## config.mk

```make
export PLATFORM = sky130hd
export DESIGN_NAME = fadd_issue_wb
export DESIGN_NICKNAME = d
export VERILOG_FILES = /design/src/rtl/fpu_pkg.sv /design/src/rtl/fpu_result_fifo.sv /design/src/rtl/fadd_issue_wb.sv
export SDC_FILE = /design/constraint.sdc
export NUM_CORES = 1
export LEC_CHECK = 0
export CAP_MARGIN = 25
export CORE_UTILIZATION = 45
export CTS_CLUSTER_DIAMETER = 30
export DETAILED_ROUTE_END_ITERATION = 6
export DONT_BUFFER_PORTS = 1
export HOLD_SLACK_MARGIN = 0.1
export PLACE_DENSITY = 0.67
export RECOVER_POWER = 100
export SLEW_MARGIN = 20
export SYNTH_ARGS = -nofsm -noshare
export SYNTH_HDL_FRONTEND = slang
export SYNTH_SLANG_ARGS = --single-unit
export TNS_END_PERCENT = 5
```

## constraint.sdc

```tcl
create_clock -name clk -period 9.7 [get_ports clk]
set_input_delay 2.91 -clock clk [delete_from_list [all_inputs] [get_ports clk]]
set_output_delay 2.91 -clock clk [all_outputs]
set_load 0.05 [all_outputs]
```

## src/rtl/fpu_pkg.sv

```systemverilog
// Shared types and constants for the FP add issue/writeback slice.
package fpu_pkg;

  localparam int FADD_LAT   = 2;
  localparam int REG_ADDR_W = 5;
  localparam int WORD_W     = 32;

  typedef struct packed {
    logic [REG_ADDR_W-1:0] addr;
    logic [WORD_W-1:0]     data;
  } wb_entry_t;

endpackage

```

## src/rtl/fpu_result_fifo.sv

```systemverilog
// Result FIFO between the adder return port and the register-file write port.
// The head entry is exposed directly; valid is registered and tracks occupancy.
module fpu_result_fifo
  import fpu_pkg::*;
#(
  parameter int DEPTH = 4
) (
  input  logic                    clk,
  input  logic                    rst,
  input  logic                    push,
  input  wb_entry_t               din,
  input  logic                    pop,
  output wb_entry_t               head,
  output logic                    valid,
  output logic [$clog2(DEPTH):0]  count,
  output logic                    overflow
);

  localparam int CW = $clog2(DEPTH) + 1;
  localparam int PW = (DEPTH > 1) ? $clog2(DEPTH) : 1;
  localparam logic [PW-1:0] LAST = PW'(DEPTH - 1);

  wb_entry_t     mem [DEPTH];
  logic [PW-1:0] wr_ptr;
  logic [PW-1:0] rd_ptr;
  logic [CW-1:0] count_nxt;
  logic          full;
  logic          do_push;
  logic          do_pop;

  assign full     = (count == CW'(DEPTH));
  assign do_pop   = pop & valid;
  // A full FIFO can still accept a push in the same cycle it pops.
  assign do_push  = push & (~full | do_pop);
  assign overflow = push & full & ~do_pop;
  assign head     = mem[rd_ptr];

  always_comb begin
    count_nxt = count;
    if (do_push) count_nxt = count_nxt + CW'(1);
    if (do_pop)  count_nxt = count_nxt - CW'(1);
  end

  always_ff @(posedge clk or posedge rst) begin
    if (rst) begin
      wr_ptr <= '0;
      rd_ptr <= '0;
      count  <= '0;
      valid  <= 1'b0;
    end else begin
      if (do_push) wr_ptr <= (wr_ptr == LAST) ? '0 : wr_ptr + PW'(1);
      if (do_pop)  rd_ptr <= (rd_ptr == LAST) ? '0 : rd_ptr + PW'(1);
      count <= count_nxt;
      valid <= (count_nxt != '0);
    end
  end

  always_ff @(posedge clk) begin
    if (do_push) mem[wr_ptr] <= din;
  end

endmodule

```

## src/rtl/fadd_issue_wb.sv

```systemverilog
// Issue/collect wrapper around the fixed-latency FP adder: hazard scoreboard,
// credit accounting against the result FIFO, and post-reset drain of stale returns.
module fadd_issue_wb
  import fpu_pkg::*;
#(
  parameter int LAT   = FADD_LAT,
  parameter int DEPTH = 4
) (
  input  logic        clk,
  input  logic        rst,
  input  logic        req_valid,
  output logic        req_ready,
  input  logic [4:0]  req_rs1,
  input  logic [4:0]  req_rs2,
  input  logic [4:0]  req_rd,
  input  logic [31:0] req_a,
  input  logic [31:0] req_b,
  output logic [31:0] fa_adata,
  output logic [31:0] fa_bdata,
  output logic        fa_flag_in,
  output logic [4:0]  fa_address_in,
  input  logic [31:0] fa_result,
  input  logic        fa_flag_out,
  input  logic [4:0]  fa_address_out,
  output logic        wb_valid,
  input  logic        wb_ready,
  output logic [4:0]  wb_addr,
  output logic [31:0] wb_data,
  output logic [31:0] busy,
  output logic        err
);

  localparam int CW = $clog2(DEPTH) + 1;
  localparam int DW = $clog2(LAT + 1);

  logic [CW-1:0] inflight;
  logic [CW-1:0] fifo_count;
  logic [DW-1:0] drain;
  logic [31:0]   busy_nxt;
  logic          hz;
  logic          issue;
  logic          ret;
  logic          fifo_push;
  logic          fifo_pop;
  logic          fifo_ovf;
  logic          spurious;
  wb_entry_t     push_entry;
  wb_entry_t     head;

  assign fa_adata      = req_a;
  assign fa_bdata      = req_b;
  assign fa_address_in = req_rd;

  // Registered busy only: a register freed this cycle still stalls this cycle.
  assign hz        = busy[req_rs1] | busy[req_rs2] | busy[req_rd];
  assign req_ready = ~rst & ~hz & ((inflight + fifo_count) < CW'(DEPTH)) & (drain == '0);
  assign issue     = req_valid & req_ready;
  assign fa_flag_in = issue;

  // Returns are ignored while the adder flushes flags issued before reset.
  assign ret        = fa_flag_out & (drain == '0);
  assign fifo_push  = ret & (inflight != '0);
  assign spurious   = ret & (inflight == '0);
  assign push_entry = '{addr: fa_address_out, data: fa_result};
  assign fifo_pop   = wb_valid & wb_ready;

  assign wb_addr = head.addr;
  assign wb_data = head.data;

  fpu_result_fifo #(.DEPTH(DEPTH)) u_fifo (
    .clk      (clk),
    .rst      (rst),
    .push     (fifo_push),
    .din      (push_entry),
    .pop      (wb_ready),
    .head     (head),
    .valid    (wb_valid),
    .count    (fifo_count),
    .overflow (fifo_ovf)
  );

  always_comb begin
    busy_nxt = busy;
    if (fifo_pop) busy_nxt[wb_addr] = 1'b0;
    if (issue)    busy_nxt[req_rd]  = 1'b1;
  end

  always_ff @(posedge clk or posedge rst) begin
    if (rst) begin
      busy     <= '0;
      inflight <= '0;
      drain    <= DW'(LAT);
      err      <= 1'b0;
    end else begin
      busy     <= busy_nxt;
      inflight <= inflight + CW'(issue) - CW'(fifo_push);
      if (drain != '0) drain <= drain - DW'(1);
      if (spurious | fifo_ovf) err <= 1'b1;
    end
  end

endmodule

```

After elaboration in Yosys (flattened, before gate mapping)
Memory sizes are Yosys's and may differ from the RTL's.
Index checks and enable logic that the tools add are counted.
Widths: inputs -> output; s select.
Storage, ports and cells
  flip-flop bits (word level): 46
  RAM bits: 148
  input port bits: 121
  output and inout bits: 142
  logic and storage cells: 74
  memories: 1
Operators by class
  $add $sub $neg: 8
  magnitude comparators: 7
  equal/unequal tests: 3
  mux-type cells: 18
  bitwise gates (word level): 22
  reduce and logical (&&, ||, !) cells: 7
Memory list
  u_fifo.mem: depth 4, bits a word 37, read ports 1, clocked after memory_dff 0, wr ports 1, RTL line fpu_result_fifo.sv:23  | wb_entry_t mem [DEPTH];
Operator list (number)
  $mux 32: 2
  $and 32x32->32: 1
  $not 32->32: 1
  $or 32x32->32: 1
  $lt 5x6->1 const B: 4
  $bmux 1 s5: 3
  $and 1x1->1: 11
  $demux 1 s5: 2
  $ge 5x1->1 const B: 2
  $mux 1: 7
  $mux 3: 2
  $reduce_bool 3->1: 2
  $add 2x1->2 const B: 2
  $eq 2x2->1 const B: 2
  $mux 2: 2
  $not 1->1: 4
  $or 1x1->1: 4
  $add 3x1->3: 1
  $add 3x1->3 const B: 1
  $add 3x3->3: 1
  $eq 3x3->1 const B: 1
  $logic_not 3->1: 1
  $lt 3x3->1 const B: 1
  $sub 3x1->3: 1
  other kinds (5): 6

Logic depth before layout (Yosys ltp)
  depth in word-level cells: 11
  mapped depth: 15
  mapped depth without buffers: 13

Cells and area by module
From an unflattened synthesis, not the netlist that was laid out.
Second synthesis, totals
  cell total of the unflattened synthesis: 611
  area, all modules: 9193.8 um^2
By module, submodules not included
  fpu_result_fifo: times used 1, cells each 252, area an instance 5904.4 um^2, sequential area each 4644.5 um^2
  fadd_issue_wb: times used 1, cells each 359, area an instance 3289.4 um^2, sequential area each 952.2 um^2

Worst setup path before layout
No wires, ideal clock.
  kind: input port to output port
  start: input port req_rd[1]
  end: output port fa_flag_in
  arrival time: 5.457 ns
  data required time: 6.790 ns
  path slack: 1.333 ns
  stages: 8
  buffers on the path: 3
  path through: buf_1 -> mux4_2 -> a221o_1 -> nand4b_1 -> or4_1 -> buf_2 -> buf_6 -> nor2_1
On the way
  word-level cells in the longest chain between the ends: 8
RTL lines
  start, declared: RTL line fadd_issue_wb.sv:15  | input logic [4:0] req_rd,
  $bmux 1 s5: RTL line fadd_issue_wb.sv:55  | assign hz = busy[req_rs1] | busy[req_rs2] | busy[req_rd];
  $mux 1 (implied by the code): RTL line fadd_issue_wb.sv:55
  $or 1x1->1: RTL line fadd_issue_wb.sv:55
  $not 1->1: RTL line fadd_issue_wb.sv:56  | assign req_ready = ~rst & ~hz & ((inflight + fifo_count) < CW'(DEPTH)) & (drain == '0);
  $and 1x1->1 (3 in series): RTL line fadd_issue_wb.sv:56
  $and 1x1->1: RTL line fadd_issue_wb.sv:57  | assign issue = req_valid & req_ready;
  end, declared: RTL line fadd_issue_wb.sv:20  | output logic fa_flag_in,
No other way between the ends. The select of a mux whose other input is x is not followed.

Worst setup path after layout
  start: input port req_rd[0]
  end: output port fa_flag_in
Same word-level chain as after synthesis.

==> qor.yml <==
sta:
  max_slew_margin_pct: -120
  finalHoldViolCount: 0
  rsz0062_at_grt: "false"
  fin_crit_ns: 8.90
  worst_pin_slew_ns: 3.30
  fmax_mhz: 112
  maxSlewViolCount: 133
  fin_worst_skew_ns: 0.0261
  finalSetupTns_ns: 0
  setup_violations: 0
  timing.final.crit_share_pct: 91.8
clock_tree:
  clk_path_buf_depth: 2
  cts_tree: "done"
  post_cts_buffers: 0
  cts_hold_buf: 0
  numCtsBuffers: 17
  clock_sinks: 194
  htreeDepth: 4
  clk_pin_slew_ns: 0.07
  clock_latency_ns: 0.44
  post_cts_resize_count: 0
  root_buffer: "clkbuf_16"
global_routing:
  grt_use_total_pct: 20.7
  grt_pass1_wl_um: 30500
  grt-ovfl-total: 0
  antenna_found_initial: 0
  grt_max_degree: 41
  grt_pass1_vias: 5126
floorplan:
  die_w_um: 143
  design.core.area_um2: 19500
  num_rows: 51
  fp.dieH_um: 143
  pin_count: 263
  die_area_um2: 20600
  start_util_pct: 46.1
final_layout:
  drive_gt1_share_pct: 16.0
  ff_latch_area_um2: 5600
  multi_input_area_um2: 2670
  antenna_cells: 0
  final_nets: 672
  syn_to_final_growth_pct: 3.55
  final_area_um2: 9310
  n_fill_cell: 1677
placed_design:
  dpl-instance-area_um2: 8730
  portBuffers: 0
  post-dp-hpwl_um: 13700
  place.gp.congestion: 0.898
setup_path:
  r2r_start: "busy[13]"
  critPathRequiredTime_ns: 6.79
  r2r_cells: 13
  critical_path.max_fanout: 25
  start_kind: "input pin"
  end_kind: "primary output"
  critical_path_arrival_ns: 5.99
  reg2reg_setup_slack_ns: 4.78
  r2r-end: "inflight[2]"
  critical_path_class: "input pin to primary output"
drt:
  vias: 4948
  antenna_left: 0
  avgViaCountPerCell: 6.06
  top_layer_used: "met4"
  wl_met3_um: 2400
  wl_met1_um: 7450
  drt_first_pass_iters: 5
  route.detailed.drc: 0
  drtIter0Drc: 375
  wl_per_cell_um: 25.1
  routed_wl_um: 20500
  met2_wirelength_um: 9960
synth:
  synthAdderAreaFrac_pct: 1.89
  ys_ff_latch: 194
  synthFlopType: "edfxtp_1"
  synth_compound_area_share_pct: 6.20
  synth_cells: 600
  synthSimpleGateAreaFrac_pct: 5.73
  synth_sequential_area_ratio_pct: 62.2
  synth_xor_area_share_pct: 0.876
  synthArstFlopShare_pct: 23.7
  syn_nets: 734
  yosysTopAreaCell: "edfxtp_1"
  synth_area_leaders: "edfxtp_1 49%, dfrtp_1 13%, mux4_2 12%"
  yosysWarnings: 0
  synth_top_family_by_area: "multiplexers"
  synth_edf_count: 148
  synth.distinct_cells: 47
  synth_commonest_cells: "148 x edfxtp_1, 69 x buf_4, 50 x nand2_1"
  yosys-mux-area-fraction_pct: 15.2
  syn_area_um2: 8990
  synth_top_area_share_pct: 49.4
  synth.most_common_cell: "edfxtp_1"
  syn_area_per_cell_um2: 15.0
status:
  run_status: "finished with violations"
  violations: "capacitance limit, slew limit"
pwr:
  power_density_nw_per_um2: 365
  leakage_nw: 3.20
  max-vdd-ir-drop_mv: 0.228
worst_hold_path:
  worstHoldStart: "drain[0]"
  hold_depth: 1
  hp-class: "register to register"
  whs_endpoint: "drain[0]"
job:
  drv_cap: 5
[registers in the layout, indices dropped and copies added, names as in the netlist]
name           cells
u_fifo.mem       148
u_fifo.rd_ptr      2
inflight           3
err                1
drain              2
busy              32
u_fifo.count       3
u_fifo.wr_ptr      2
u_fifo.valid       1
[how the worst max path moves through the flow]
stage | startpoint | end | slack, ns | cells after the start
after detailed placement | req_rd[0] | fa_flag_in | 1.35 | 8
after global routing | req_rd[0] | fa_flag_in | 0.62 | 8
after global placement | req_rd[0] | fa_flag_in | 1.38 | 8
after floorplan | req_rd[1] | fa_flag_in | 1.33 | 8
final | req_rd[0] | fa_flag_in | 0.80 | 8
after CTS | req_rd[0] | fa_flag_in | 1.34 | 8
[area by class of cell]
| type | instances | area share (%) |
|---|---|---|
| flip-flops and latches | 194 | 60.1 |
| clock buffers | 17 | 4.57 |
| clock inverters | 15 | 1.95 |
| inverters | 17 | 0.685 |
| multi-input cells | 297 | 28.6 |
| repair buffers | 11 | 0.470 |
| well taps | 265 | 3.56 |
[layout by cell type (no fill, tap or decap), types with 5 or more instances in the layout]
cell and n:
o21ai_0 68, ha_1 12, nand3_1 7, clkinv_8 5
nand2_1 50, mux4_2 49, dfrtp_1 43, inv_1 17
a22oi_1 7, mux2i_1 23, clkbuf_1 9, nor2_1 14
edfxtp_1 148, nor2b_1 8, xnor2_1 6, clkbuf_16 17
[layer usage]
metal	vias up	global-route usage (%)
li1	2071	-
met1	2543	23.4
met2	268	33.6
met3	66	9.03
met4	0	9.57
met5	-	0
[metrics by stage]
stage	hold slack (ns)	util (%)	power [W]	cells	setup WS (ns)
after CTS	0.483	47.8	0.00345	811	1.34
final	0.476	47.7	0.00340	816	0.795
after floorplan	0.446	-	0.00254	600	1.33
after detailed placement	0.469	44.7	0.00275	779	1.35
after global placement	0.460	44.7	0.00271	777	1.38
after global routing	0.509	47.7	0.00355	816	0.624
[worst max-delay path: stages]
cell and delay (ns):
mux4_1 0.53, a22o_1 0.20, a221o_1 0.24, nand4b_1 0.19, or4_1 0.67, clkbuf_1 0.47, nor2_1 0.23, clkbuf_1 0.54
[kinds of logic (layout without fill, tap and decap cells)]
kind of cell               after synthesis  in the layout
muxes                                   74             74
and+or+nand+nor                        107            107
xor gates and xnor gates                 9              9
buffers and inverters                  109             60
adders and majority gates               13             13
AOI/OAI and AO/OA                       94             94
DFF                                    194            194
[power breakdown]
group,total (W),internal (W),switching (W)
Combinational,0.00113,0.000348,0.000784
Sequential,0.00157,0.00111,0.000459
Clock,0.000697,0.000351,0.000346
Note: power is estimated with default switching activity, not from simulation.
